<file path="config.mk">
export PLATFORM = sky130hd
export DESIGN_NAME = piece_drop_ctrl
export DESIGN_NICKNAME = d
export VERILOG_FILES = /design/src/rtl/piece_drop_ctrl.sv
export SDC_FILE = /design/constraint.sdc
export NUM_CORES = 1
export LEC_CHECK = 0
export ABC_AREA = 1
export BUFFER_PORTS_ARGS = -buffer_cell sky130_fd_sc_hd__buf_2
export CAP_MARGIN = 20
export CORE_MARGIN = 4
export CORE_UTILIZATION = 25
export CTS_CLUSTER_SIZE = 40
export DETAILED_ROUTE_END_ITERATION = 8
export GPL_ROUTABILITY_DRIVEN = 0
export HOLD_SLACK_MARGIN = 0.08
export PLACE_DENSITY_LB_ADDON = 0.3
export SYNTH_ARGS = -nofsm -noshare
export SYNTH_HDL_FRONTEND = slang
export SYNTH_SLANG_ARGS = --single-unit
</file>
<file path="constraint.sdc">
create_clock -name Clk -period 5.2 [get_ports Clk]
set_clock_uncertainty 0.1 [all_clocks]
set_input_delay 0.26 -clock Clk [delete_from_list [all_inputs] [get_ports Clk]]
set_output_delay 0.26 -clock Clk [all_outputs]
set_load 0.1 [all_outputs]
</file>
<file path="src/rtl/piece_drop_ctrl.sv">
// piece_drop_ctrl
// Sequences the falling tetromino. It spawns a piece, applies gravity and
// player moves, and checks every candidate position against the board
// occupancy RAM one cell per cycle. A landed piece is offered to the board
// writer.
//
// Ports
//   Clk, Reset             system clock, asynchronous active-high reset
//   frame_clk              vsync-rate timebase (asynchronous to Clk)
//   spawn_req              level request for a new piece while idle
//   spawn_x / spawn_y      packed spawn cells (4-bit x, 5-bit y each, cell0 in LSBs)
//   move_left/right        single-cycle move pulses
//   soft_drop              single-cycle drop pulse
//   occ_rd/occ_x/occ_y     occupancy RAM read port (combinational decode)
//   occ_hit                occupancy of the cell read on the previous cycle
//   lock_valid/lock_ready  landed-piece handshake with the board writer
//   x0..x3, y0..y3         committed cell coordinates, zero-extended
//   piece_active           piece displayed and movable
//   game_over              sticky, set when a spawn collides
module piece_drop_ctrl #(
  parameter int COLS        = 10,
  parameter int ROWS        = 20,
  parameter int DROP_FRAMES = 30
) (
  input  logic        Clk,
  input  logic        Reset,
  input  logic        frame_clk,
  input  logic        spawn_req,
  input  logic [15:0] spawn_x,
  input  logic [19:0] spawn_y,
  input  logic        move_left,
  input  logic        move_right,
  input  logic        soft_drop,
  output logic        occ_rd,
  output logic [3:0]  occ_x,
  output logic [4:0]  occ_y,
  input  logic        occ_hit,
  output logic        lock_valid,
  input  logic        lock_ready,
  output logic [9:0]  x0,
  output logic [9:0]  x1,
  output logic [9:0]  x2,
  output logic [9:0]  x3,
  output logic [9:0]  y0,
  output logic [9:0]  y1,
  output logic [9:0]  y2,
  output logic [9:0]  y3,
  output logic        piece_active,
  output logic        game_over
);

  localparam logic [4:0] COLS_L    = 5'(COLS);
  localparam logic [5:0] ROWS_L    = 6'(ROWS);
  localparam logic [7:0] GRAV_LAST = 8'(DROP_FRAMES - 1);

  typedef enum logic [2:0] {
    S_IDLE, S_ACTIVE, S_CHECK, S_EVAL, S_LOCK, S_GAME_OVER
  } state_t;

  typedef enum logic [1:0] {K_SPAWN, K_LEFT, K_RIGHT, K_DOWN} kind_t;

  state_t      state_q;
  kind_t       kind_q;
  logic [1:0]  idx_q;
  logic        blocked_q;
  logic        rd_prev_q;
  logic [3:0]  cand_x_q [4];
  logic [4:0]  cand_y_q [4];
  logic [3:0]  pos_x_q  [4];
  logic [4:0]  pos_y_q  [4];
  logic        left_pend_q, right_pend_q, down_pend_q;
  logic [1:0]  fsync_q;
  logic        frame_prev_q;
  logic [7:0]  grav_q;
  logic        piece_active_q, lock_valid_q, game_over_q;

  logic        frame_rise, in_play, grav_tick, grav_wrap;
  logic        cell_in_bounds, blocked_d, commit_d;
  logic        do_left, do_right, do_down;

  // Read port decodes straight from the candidate cell selected by idx, so
  // the strobe lines up with the CHECK cycle itself. occ_hit comes back one
  // cycle later; rd_prev_q remembers whether that cycle actually strobed.
  always_comb begin
    frame_rise     = fsync_q[1] & ~frame_prev_q;
    in_play        = (state_q == S_ACTIVE) || (state_q == S_CHECK) || (state_q == S_EVAL);
    grav_tick      = in_play & frame_rise;
    grav_wrap      = grav_tick & (grav_q == GRAV_LAST);
    occ_x          = cand_x_q[idx_q];
    occ_y          = cand_y_q[idx_q];
    cell_in_bounds = ({1'b0, occ_x} < COLS_L) && ({1'b0, occ_y} < ROWS_L);
    occ_rd         = (state_q == S_CHECK) && cell_in_bounds;
    blocked_d      = blocked_q | (rd_prev_q & occ_hit) |
                     ((state_q == S_CHECK) & ~cell_in_bounds);
    commit_d       = (state_q == S_EVAL) && !blocked_d;
    // Opposing left/right requests cancel; down is then serviced instead.
    do_left        = left_pend_q & ~right_pend_q;
    do_right       = right_pend_q & ~left_pend_q;
    do_down        = down_pend_q & ~do_left & ~do_right;
  end

  assign x0 = {6'd0, pos_x_q[0]};
  assign x1 = {6'd0, pos_x_q[1]};
  assign x2 = {6'd0, pos_x_q[2]};
  assign x3 = {6'd0, pos_x_q[3]};
  assign y0 = {5'd0, pos_y_q[0]};
  assign y1 = {5'd0, pos_y_q[1]};
  assign y2 = {5'd0, pos_y_q[2]};
  assign y3 = {5'd0, pos_y_q[3]};
  assign piece_active = piece_active_q;
  assign lock_valid   = lock_valid_q;
  assign game_over    = game_over_q;

  // Main sequencer. Pending-flag sets come last in the block so a pulse
  // arriving in the same cycle its flag is serviced is not lost.
  always_ff @(posedge Clk or posedge Reset) begin
    if (Reset) begin
      state_q        <= S_IDLE;
      kind_q         <= K_SPAWN;
      idx_q          <= '0;
      blocked_q      <= 1'b0;
      rd_prev_q      <= 1'b0;
      for (int i = 0; i < 4; i++) begin
        cand_x_q[i] <= '0;
        cand_y_q[i] <= '0;
        pos_x_q[i]  <= '0;
        pos_y_q[i]  <= '0;
      end
      left_pend_q    <= 1'b0;
      right_pend_q   <= 1'b0;
      down_pend_q    <= 1'b0;
      fsync_q        <= '0;
      frame_prev_q   <= 1'b0;
      grav_q         <= '0;
      piece_active_q <= 1'b0;
      lock_valid_q   <= 1'b0;
      game_over_q    <= 1'b0;
    end else begin
      fsync_q      <= {fsync_q[0], frame_clk};
      frame_prev_q <= fsync_q[1];
      rd_prev_q    <= occ_rd;

      if (!in_play)
        grav_q <= '0;
      else if (grav_tick)
        grav_q <= grav_wrap ? 8'd0 : grav_q + 8'd1;

      if (commit_d) begin
        for (int i = 0; i < 4; i++) begin
          pos_x_q[i] <= cand_x_q[i];
          pos_y_q[i] <= cand_y_q[i];
        end
      end

      case (state_q)
        S_IDLE: begin
          if (spawn_req && !game_over_q) begin
            for (int i = 0; i < 4; i++) begin
              cand_x_q[i] <= spawn_x[4*i +: 4];
              cand_y_q[i] <= spawn_y[5*i +: 5];
            end
            kind_q    <= K_SPAWN;
            idx_q     <= '0;
            blocked_q <= 1'b0;
            state_q   <= S_CHECK;
          end
        end
        S_ACTIVE: begin
          if (left_pend_q && right_pend_q) begin
            left_pend_q  <= 1'b0;
            right_pend_q <= 1'b0;
          end
          // Candidate math wraps in 4/5 bits; x=0 going left becomes 15,
          // which the bounds check then rejects.
          for (int i = 0; i < 4; i++) begin
            cand_x_q[i] <= do_left  ? pos_x_q[i] - 4'd1 :
                           do_right ? pos_x_q[i] + 4'd1 : pos_x_q[i];
            cand_y_q[i] <= (do_down && !do_left && !do_right) ? pos_y_q[i] + 5'd1
                                                              : pos_y_q[i];
          end
          if (do_left) begin
            kind_q      <= K_LEFT;
            left_pend_q <= 1'b0;
          end else if (do_right) begin
            kind_q       <= K_RIGHT;
            right_pend_q <= 1'b0;
          end else if (do_down) begin
            kind_q      <= K_DOWN;
            down_pend_q <= 1'b0;
          end
          if (do_left || do_right || do_down) begin
            idx_q     <= '0;
            blocked_q <= 1'b0;
            state_q   <= S_CHECK;
          end
        end
        S_CHECK: begin
          blocked_q <= blocked_d;
          idx_q     <= idx_q + 2'd1;
          if (idx_q == 2'd3)
            state_q <= S_EVAL;
        end
        S_EVAL: begin
          blocked_q <= blocked_d;
          if (kind_q == K_SPAWN && blocked_d) begin
            state_q        <= S_GAME_OVER;
            game_over_q    <= 1'b1;
            piece_active_q <= 1'b0;
          end else if (kind_q == K_DOWN && blocked_d) begin
            state_q        <= S_LOCK;
            lock_valid_q   <= 1'b1;
            piece_active_q <= 1'b1;
          end else begin
            state_q        <= S_ACTIVE;
            piece_active_q <= 1'b1;
          end
        end
        S_LOCK: begin
          if (lock_ready) begin
            state_q        <= S_IDLE;
            lock_valid_q   <= 1'b0;
            piece_active_q <= 1'b0;
            left_pend_q    <= 1'b0;
            right_pend_q   <= 1'b0;
            down_pend_q    <= 1'b0;
          end
        end
        S_GAME_OVER: begin
          state_q <= S_GAME_OVER;
        end
        default: state_q <= S_IDLE;
      endcase

      if (in_play) begin
        if (move_left)
          left_pend_q <= 1'b1;
        if (move_right)
          right_pend_q <= 1'b1;
        if (soft_drop || grav_wrap)
          down_pend_q <= 1'b1;
      end
    end
  end

endmodule

</file>
## After elaboration in Yosys (flattened, before gate mapping)

Cells that the tools add are included.

- $add $sub $neg: 14
- Order comparisons: 3
- Equal/unequal tests: 16
- Muxes and demuxes: 68
- Bitwise operators: 18
- Reduce and logical (&&, ||, !) cells: 33

Operators by type and width:

| operator | count |
|---|---|
| $mux 4 | 10 |
| $pmux 20 s2 | 1 |
| $pmux 16 s2 | 1 |
| $mux 5 | 6 |
| $mux 8 | 3 |
| $mux 1 | 23 |
| $add 5x1->5 const B | 4 |
| $mux 20 | 1 |
| $mux 3 | 6 |
| $pmux 3 s6 | 1 |
| $add 4x1->4 const B | 4 |
| $mux 16 | 1 |
| $sub 4x1->4 const B | 4 |
| $bmux 5 s2 | 1 |
| $mux 2 | 5 |
| $pmux 1 s2 | 5 |
| $and 1x1->1 | 9 |
| $logic_and 1x1->1 | 9 |
| $reduce_and 3->1 | 3 |
| $add 8x1->8 const B | 1 |
| $bmux 4 s2 | 1 |
| $eq 8x5->1 const B | 1 |
| $ne 2x1->1 const B | 4 |
| $reduce_and 4->1 | 2 |
| other kinds (24) | 46 |

- Register bits: 98
- Input port bits: 45
- Output and inout bits: 93
- Word-level logic and storage cells: 182

## Longest topological paths before layout

Gate-level depths: netlist (run 1).

- Word-level depth: 13
- Depth in mapped cells: 15
- Depth with buffers taken out: 14

## Worst setup path before layout (run 1)

No wires, ideal clock.

- Path type: register to register
- Start: register idx_q[0]
- End: register rd_prev_q
- Library setup time: 0.265 ns
- Data arrival time: 2.969 ns
- Required time: 4.835 ns
- Slack: 1.866 ns
- Stages on the path, launching flop included: 8
- Buffers on the path: 2
- Period minus slack after synthesis: 3.334 ns
- Cells stage by stage: dfrtp_1 buf_6 buf_6 o211ai_1 nand2_1 nand2_1 nand2_1 nor2_1

- Cells in the longest elaborated chain, start to end: 7
- Elaborated cells on any way between the ends: 11
- Classes of those cells: 2 x order compare; 6 x mux; 1 x bitwise; 2 x reduce/logical

RTL lines:

| what | line | RTL |
|---|---|---|
| start: declaration | 64 | `logic [1:0] idx_q;` |
| start signal: assignment | 199 | `idx_q <= idx_q + 2'd1;` |
| $not 2->3 (implied by the code) | 89 | `occ_x = cand_x_q[idx_q];` |
| $bmux 4 s2 | 89 |  |
| $mux 4 (implied by the code) (2 in a row) | 89 |  |
| net occ_x[3] | 35 | `output logic [3:0] occ_x,` |
| $lt 4x4->1 | 91 | `cell_in_bounds = ({1'b0, occ_x} < COLS_L) && ({1'b0, occ_y} < ROWS_L);` |
| $logic_and 1x1->1 | 91 |  |
| $logic_and 1x1->1 | 92 | `occ_rd = (state_q == S_CHECK) && cell_in_bounds;` |
| net occ_rd | 34 | `output logic occ_rd,` |
| end signal: assignment | 141 | `rd_prev_q <= occ_rd;` |
| end: declaration | 66 | `logic rd_prev_q;` |

The timed path passes the listed nets, and every way through them passes these cells. The select of a mux whose other input is x is not followed.
A chain may end at the register's enable or synchronous reset.

## Worst setup path in the final report (run 1)

- Start: register idx_q[0]
- End: output occ_rd

- Cells in the longest elaborated chain, start to end: 7
- Elaborated cells on any way between the ends: 11
- Classes of those cells: 2 x order compare; 6 x mux; 1 x bitwise; 2 x reduce/logical

RTL lines:

| what | line |
|---|---|
| $not 2->3 (implied by the code) (*) | 89, 90 |
| $bmux 5 s2 or $bmux 4 s2 (tied branches) | 90, 89 |
| $mux 5 (implied by the code) or $mux 4 (tied branches) (2 in a row) | 90, 89 |
| $lt 5x5->1 or $lt 4x4->1 (tied branches) | 91 |
| $logic_and 1x1->1 (*) | 91 |
| $logic_and 1x1->1 (*) | 92 |
| end: declaration | 34 |

Every way passes the cells marked *; elsewhere a longest branch is shown, timed or not. The select of a mux whose other input is x is not followed.

==> flow_metrics.tcl, run 1 <==
set metrics [dict create \
    status "finished, final reports clean" \
    dp_hpwl_um 12230 \
    ys_top_cells_by_count "nand2_1, dfrtp_1, inv_1, o21ai_0, buf_4" \
    post-route-period-util_pct 63.18 \
    die_w_um 158.6 \
    ir_worst_vdd_v 0.0001330 \
    slew_headroom_pct 39.15 \
    grt-ovfl-total 0 \
    cp-start-kind "flop" \
    power.leakage_nw 3.180 \
    synth_cells 695 \
    syn_avg_cell_area_um2 8.159 \
    power_density_nw_per_um2 261.7 \
    grt_pass1_vias 4445 \
    yosysTopAreaCell "dfrtp_1" \
    num_antenna_cells 0 \
    first_pass_iters 4 \
    row_count 54 \
    final_util_pct 30.05 \
    cts_resized 0 \
    cap_viol_max_count 0 \
    cts_root_buf "clkbuf_16" \
    wl_met3_um 839 \
    period_minus_slack_ns 3.285 \
    clock-sinks 98 \
    yosysSeqAreaShare_pct 43.25 \
    vias_per_cell 4.450 \
    clk_pin_slew_ns 0.07 \
    worstHoldPathType "primary input to flop" \
    total_power_w 0.001738 \
    maxSlewViolCount 0 \
    async_flop_share_pct 100.0 \
    grt_use_total_pct 13.06 \
    required_ns 4.84 \
    cts_hold_buf 13 \
    grt_setup_unrepaired "false" \
    post_synth_instance_area_um2 5670 \
    p_int_w 0.001225 \
    grt_max_degree 73 \
    drt_wl_total_um 16350 \
    syn2layout_area_growth_pct 17.10 \
    swShare_pct 29.50 \
    critPathArrivalTime_ns 2.93 \
    tns_ns 0 \
    drive_above_1_share_pct 16.94 \
    vias 4766 \
    synth.most_common_cell "nand2_1" \
    clk_latency_ns 0.36 \
    drc_errors 0 \
    setup_viol 0 \
    fp.dieH_um 158.6 \
    synth_cell_type_count 41 \
    p_clk_share_pct 42.0 \
    wl_per_cell_um 15.26 \
    postPlaceCellArea_um2 6190 \
    core-area_um2 22090 \
    p_seq_share_pct 45.0 \
    synth-edff-count 0 \
    numCtsBuffers 9 \
    tightestPinTransition_ns 0.9128 \
    initialDrtViolationCount 315 \
    ys_ff_latch 98 \
    wl_met2_um 7149 \
    ys_warn_count 0 \
    p_switching_w 0.0005126 \
    dieArea_um2 25160 \
    pwr-share-comb_pct 13.0 \
    io_pins 138 \
    grt_pass1_wl_um 25240 \
    fmax_ghz 0.3044 \
    htreeDepth 3 \
    drtAntennaViolNets 0 \
    postLayoutCellArea_um2 6640 \
    nNetsFinal 850 \
    post_cts.repair.setup_buffers 0 \
    crit_type "flop to primary output" \
    synthFlopType "dfrtp_1" \
    portBuffers 93 \
    met1_length_um 8229 \
    worst-path-max-fanout 21 \
    worst_setup_path_end_kind "primary output" \
    antenna_found_initial 0 \
    clock_tree.buffer_depth 2 \
    cts_tree "yes" \
    synth_top_area_share_pct 43.25 \
    hold_viol_final 0 \
    hold_slack_ns 0.09746 \
    floorplan.initialDensity_pct 25.67 \
    ys_top_cells_by_area "dfrtp_1, nand2_1, o21ai_0, buf_4, inv_1" \
    highest_layer "met4" \
    reg2reg_slack_ns 2.47 \
]
## cells by family (layout without fill, tap and decap cells)
kind of cell / after synthesis / in the layout / share of synthesized area (%)
AO/OA/AOI/OAI: 184 / 184 / 18.60
XOR/XNOR: 17 / 17 / 2.626
adder cells (fa/ha/maj): 19 / 19 / 4.192
buffers and inverters: 155 / 208 / 14.12
flip-flops: 98 / 98 / 43.25
other: 1 / 44 / 0.06613
AND/OR/NAND/NOR: 221 / 221 / 17.14
## cell usage in the layout (no fill, tap or decap), drive strengths merged, types with 9 or more instances in the layout
cell	synthesis	final
nand3	26	26
inv	81	81
dfrtp	98	98
buf	61	97
conb	1	44
nand2	136	136
xor2	9	9
nand4	10	10
ha	19	19
o21ai	85	85
nor3	9	9
o22ai	12	12
clkbuf	12	10
a21oi	46	46
o221ai	13	13
nor2	35	35
dlygate4sd3	0	13
## metal layers
layer | global-route usage, % | vias up
met5 | 0 | -
met4 | 2.721 | 0
met3 | 3.044 | 8
met2 | 19.59 | 131
met1 | 19.19 | 2207
li1 | - | 2420
## per-stage QoR
step | worst slack (ns) | cells
3_3_place_gp | 2.382 | 1042
4_1_cts | 1.854 | 1071
5_1_grt | 1.575 | 1071
6_report | 1.915 | 1071
3_5_place_dp | 2.257 | 1042
2_1_floorplan | 1.866 | 738
## area by class of cell
class / count / area [um2]
fillers: 2388 / 15450
multi-input cells: 485 / 2581
flip-flops and latches: 98 / 2452
repair buffers: 110 / 625.6
well taps: 280 / 350.3
inverters: 82 / 310.3
clock buffers: 10 / 229.0
clock inverters: 6 / 91.34
## state kept, by name, indices dropped and copies added, names as in the netlist, 2 cells and up
name,cells
x0,4
y0,5
grav_q,8
x2,4
cand_x_q,16
x1,4
idx_q,2
fsync_q,2
cand_y_q,20
x3,4
state_q,3
y3,5
y2,5
kind_q,2
y1,5
## worst paths after layout
check | endpoint | from | cells after the start
max in group asynchronous | x1[3] | Reset | 4
worst min-delay path | cand_y_q[5] | spawn_y[10] | 3
worst max-delay path | occ_rd | idx_q[0] | 9
worst min register to register | fsync_q[1] | fsync_q[0] | 0
min in group asynchronous | cand_y_q[16] | Reset | 3
worst max register to register | kind_q[0] | state_q[1] | 9
## power groups by stage
stage | Sequential [W] | Clock, W | Combinational, W
final | 0.000782 | 0.000729 | 0.000227
after global routing | 0.000783 | 0.000785 | 0.000239
after detailed placement | 0.000797 | 0 | 0.000221
after CTS | 0.000782 | 0.000756 | 0.000229
after global placement | 0.000797 | 0 | 0.000222
after floorplan | 0.000792 | 0 | 0.000212
## worst max-delay path, cell delays in order (launching register included)
cell      delay, ns
dfrtp_1        0.74
clkinv_1       0.60
nand2_1        0.19
nand3_1        0.08
nand2_1        0.10
nand2_1        0.05
nand2_1        0.06
nand2_1        0.09
nor2_1         0.17
buf_2          0.46
Power figures use the tool's default switching activity.
==> run 2: changes to the inputs <==
Clock period 5.2 ns to 3.45 ns, I/O delays scaled along.
==> flow_metrics.tcl, run 2 (synthesis gave the netlist of run 1 again) <==
set metrics [dict create \
    first_pass_iters 5 \
    startpoint "left_pend_q" \
    tns_ns 0 \
    placed_cells 1044 \
    crit_cells 10 \
    setup_viol 0 \
    final_cell_mix "nand2_1, dfrtp_1, buf_2, inv_1, o21ai_0" \
    maxSlewViolCount 0 \
    reg2regPathDepth 10 \
    syn2layout_area_growth_pct 21.76 \
    nNetsFinal 875 \
    path_cells "inv_1 > ha_1 > nor2_4 > nand2_2 > inv_1 > nand3_1 > o21ai_0 > nand2_1 > o221ai_1 > o21ai_1" \
    dieArea_um2 25160 \
    top_regs "cand_y_q (20), cand_x_q (16), grav_q (8)" \
    ir_worst_vdd_v 0.0002136 \
    power_density_nw_per_um2 385.7 \
    dp_slack_ns 0.8793 \
    reg2reg_to "cand_y_q[4]" \
    cts_root_buf "clkbuf_16" \
    slowest_stage "dfrtp_1" \
    drt_wl_total_um 16760 \
    total_power_w 0.002663 \
    r2r_start "left_pend_q" \
    clk_pin_slew_ns 0.07 \
    grt_use_total_pct 13.28 \
    hold_slack_ns 0.1130 \
    fin_ws_ns 0.8627 \
    core-area_um2 22090 \
    num_antenna_cells 0 \
    power.leakage_nw 3.308 \
    cp_top_family "simple AND/OR/NAND/NOR gates" \
    antenna_found_initial 0 \
    slew_headroom_pct 46.81 \
    grt_pass1_wl_um 25940 \
    largest_register_ffs 20 \
    grt_setup_unrepaired "false" \
    dp_hpwl_um 12340 \
    io_pins 138 \
    post-route-period-util_pct 74.99 \
    fp.dieH_um 158.6 \
    largest-register "cand_y_q" \
    worst_setup_path_end_kind "flop" \
    drive_above_1_share_pct 16.79 \
    reg2reg_slack_ns 0.86 \
    layout.cells.most_common "nand2_1" \
    numCtsBuffers 9 \
    portBuffers 93 \
    tightestPinTransition_ns 0.7979 \
    clk_latency_ns 0.35 \
    critPathArrivalTime_ns 2.71 \
    die_w_um 158.6 \
    cp-start-kind "flop" \
    grt_pass1_vias 4619 \
    clock_tree.buffer_depth 2 \
    initialDrtViolationCount 273 \
    vias_per_cell 4.476 \
    critPathCapture "cand_y_q[4]" \
    drtAntennaViolNets 0 \
    critPathMaxStageDelay_ns 0.38 \
    worstPathBufferInverterCount 2 \
    wl_per_cell_um 15.29 \
    floorplan.initialDensity_pct 25.67 \
    grt-ovfl-total 0 \
    worst-path-max-fanout 22 \
    cts_tree "yes" \
    status "finished, final reports clean" \
    fmax_ghz 0.3865 \
    clock-sinks 98 \
    cap_viol_max_count 0 \
    hold_viol_final 0 \
    cp_common_cell "inv_1" \
    drc_errors 0 \
    required_ns 3.57 \
    crit_type "flop to flop" \
    worstHoldPathType "primary input to flop" \
    grt_max_degree 60 \
    stdcell_count 1096 \
    vias 4906 \
    row_count 54 \
    htreeDepth 3 \
    period_minus_slack_ns 2.587 \
]
-- run 2: through the flow --
step | area (um2) | utilization (%)
final | 6904 | 31.25
after global routing | 6904 | 31.25
after CTS | 6904 | 31.25
after detailed placement | 6217 | 28.14
after global placement | 6217 | 28.14
after floorplan | 5832 | -
-- run 2: worst min path at each step --
stage / from / end / slack (ns) / cells past startpoint
3_5_place_dp: frame_clk / fsync_q[0] / 0.19 / 1
2_1_floorplan: frame_clk / fsync_q[0] / 0.10 / 0
3_3_place_gp: frame_clk / fsync_q[0] / 0.18 / 1
4_1_cts: spawn_x[7] / cand_x_q[11] / 0.10 / 4
5_1_grt: spawn_x[3] / cand_x_q[15] / 0.13 / 4
6_report: spawn_x[3] / cand_x_q[15] / 0.11 / 4
-- run 2: final cells by class --
cell class	count	area [um2]
fillers	2379	15190
clock inverters	6	87.58
flip-flops and latches	98	2452
multi-input cells	485	2581
clock buffers	10	239.0
repair buffers	135	883.3
inverters	82	310.3
well taps	280	350.3
-- run 2: worst reg2reg max path, stage by stage (launching register included) --
cell,delay (ns)
dfrtp_1,0.38
inv_1,0.09
ha_1,0.38
nor2_4,0.31
nand2_2,0.32
inv_1,0.27
nand3_1,0.14
o21ai_0,0.17
nand2_1,0.07
o221ai_1,0.15
o21ai_1,0.09
-- run 2: timing repair --
item	4_1_cts	5_1_grt
resized for setup	0	0
endpoints found under the hold margin	95	0
hold buffers	36	0
buffers inserted	0	0
-- run 2: power by group --
group | total, W | internal [W] | leakage, nW | switching (W)
Clock | 0.00112 | 0.000657 | 0.163 | 0.000464
Sequential | 0.00118 | 0.00117 | 1.19 | 0.0000125
Combinational | 0.000364 | 0.0000622 | 1.96 | 0.000302
-- run 2: per-layer routing --
metal	share of wire, %	global-route usage (%)	wire length, um	up-vias
li1	-	-	-	2468
met1	48	18.87	8125	2302
met2	46	20.86	7653	130
met3	5.3	3.534	892	6
met4	0.51	1.787	85	0
met5	0	0	0	-
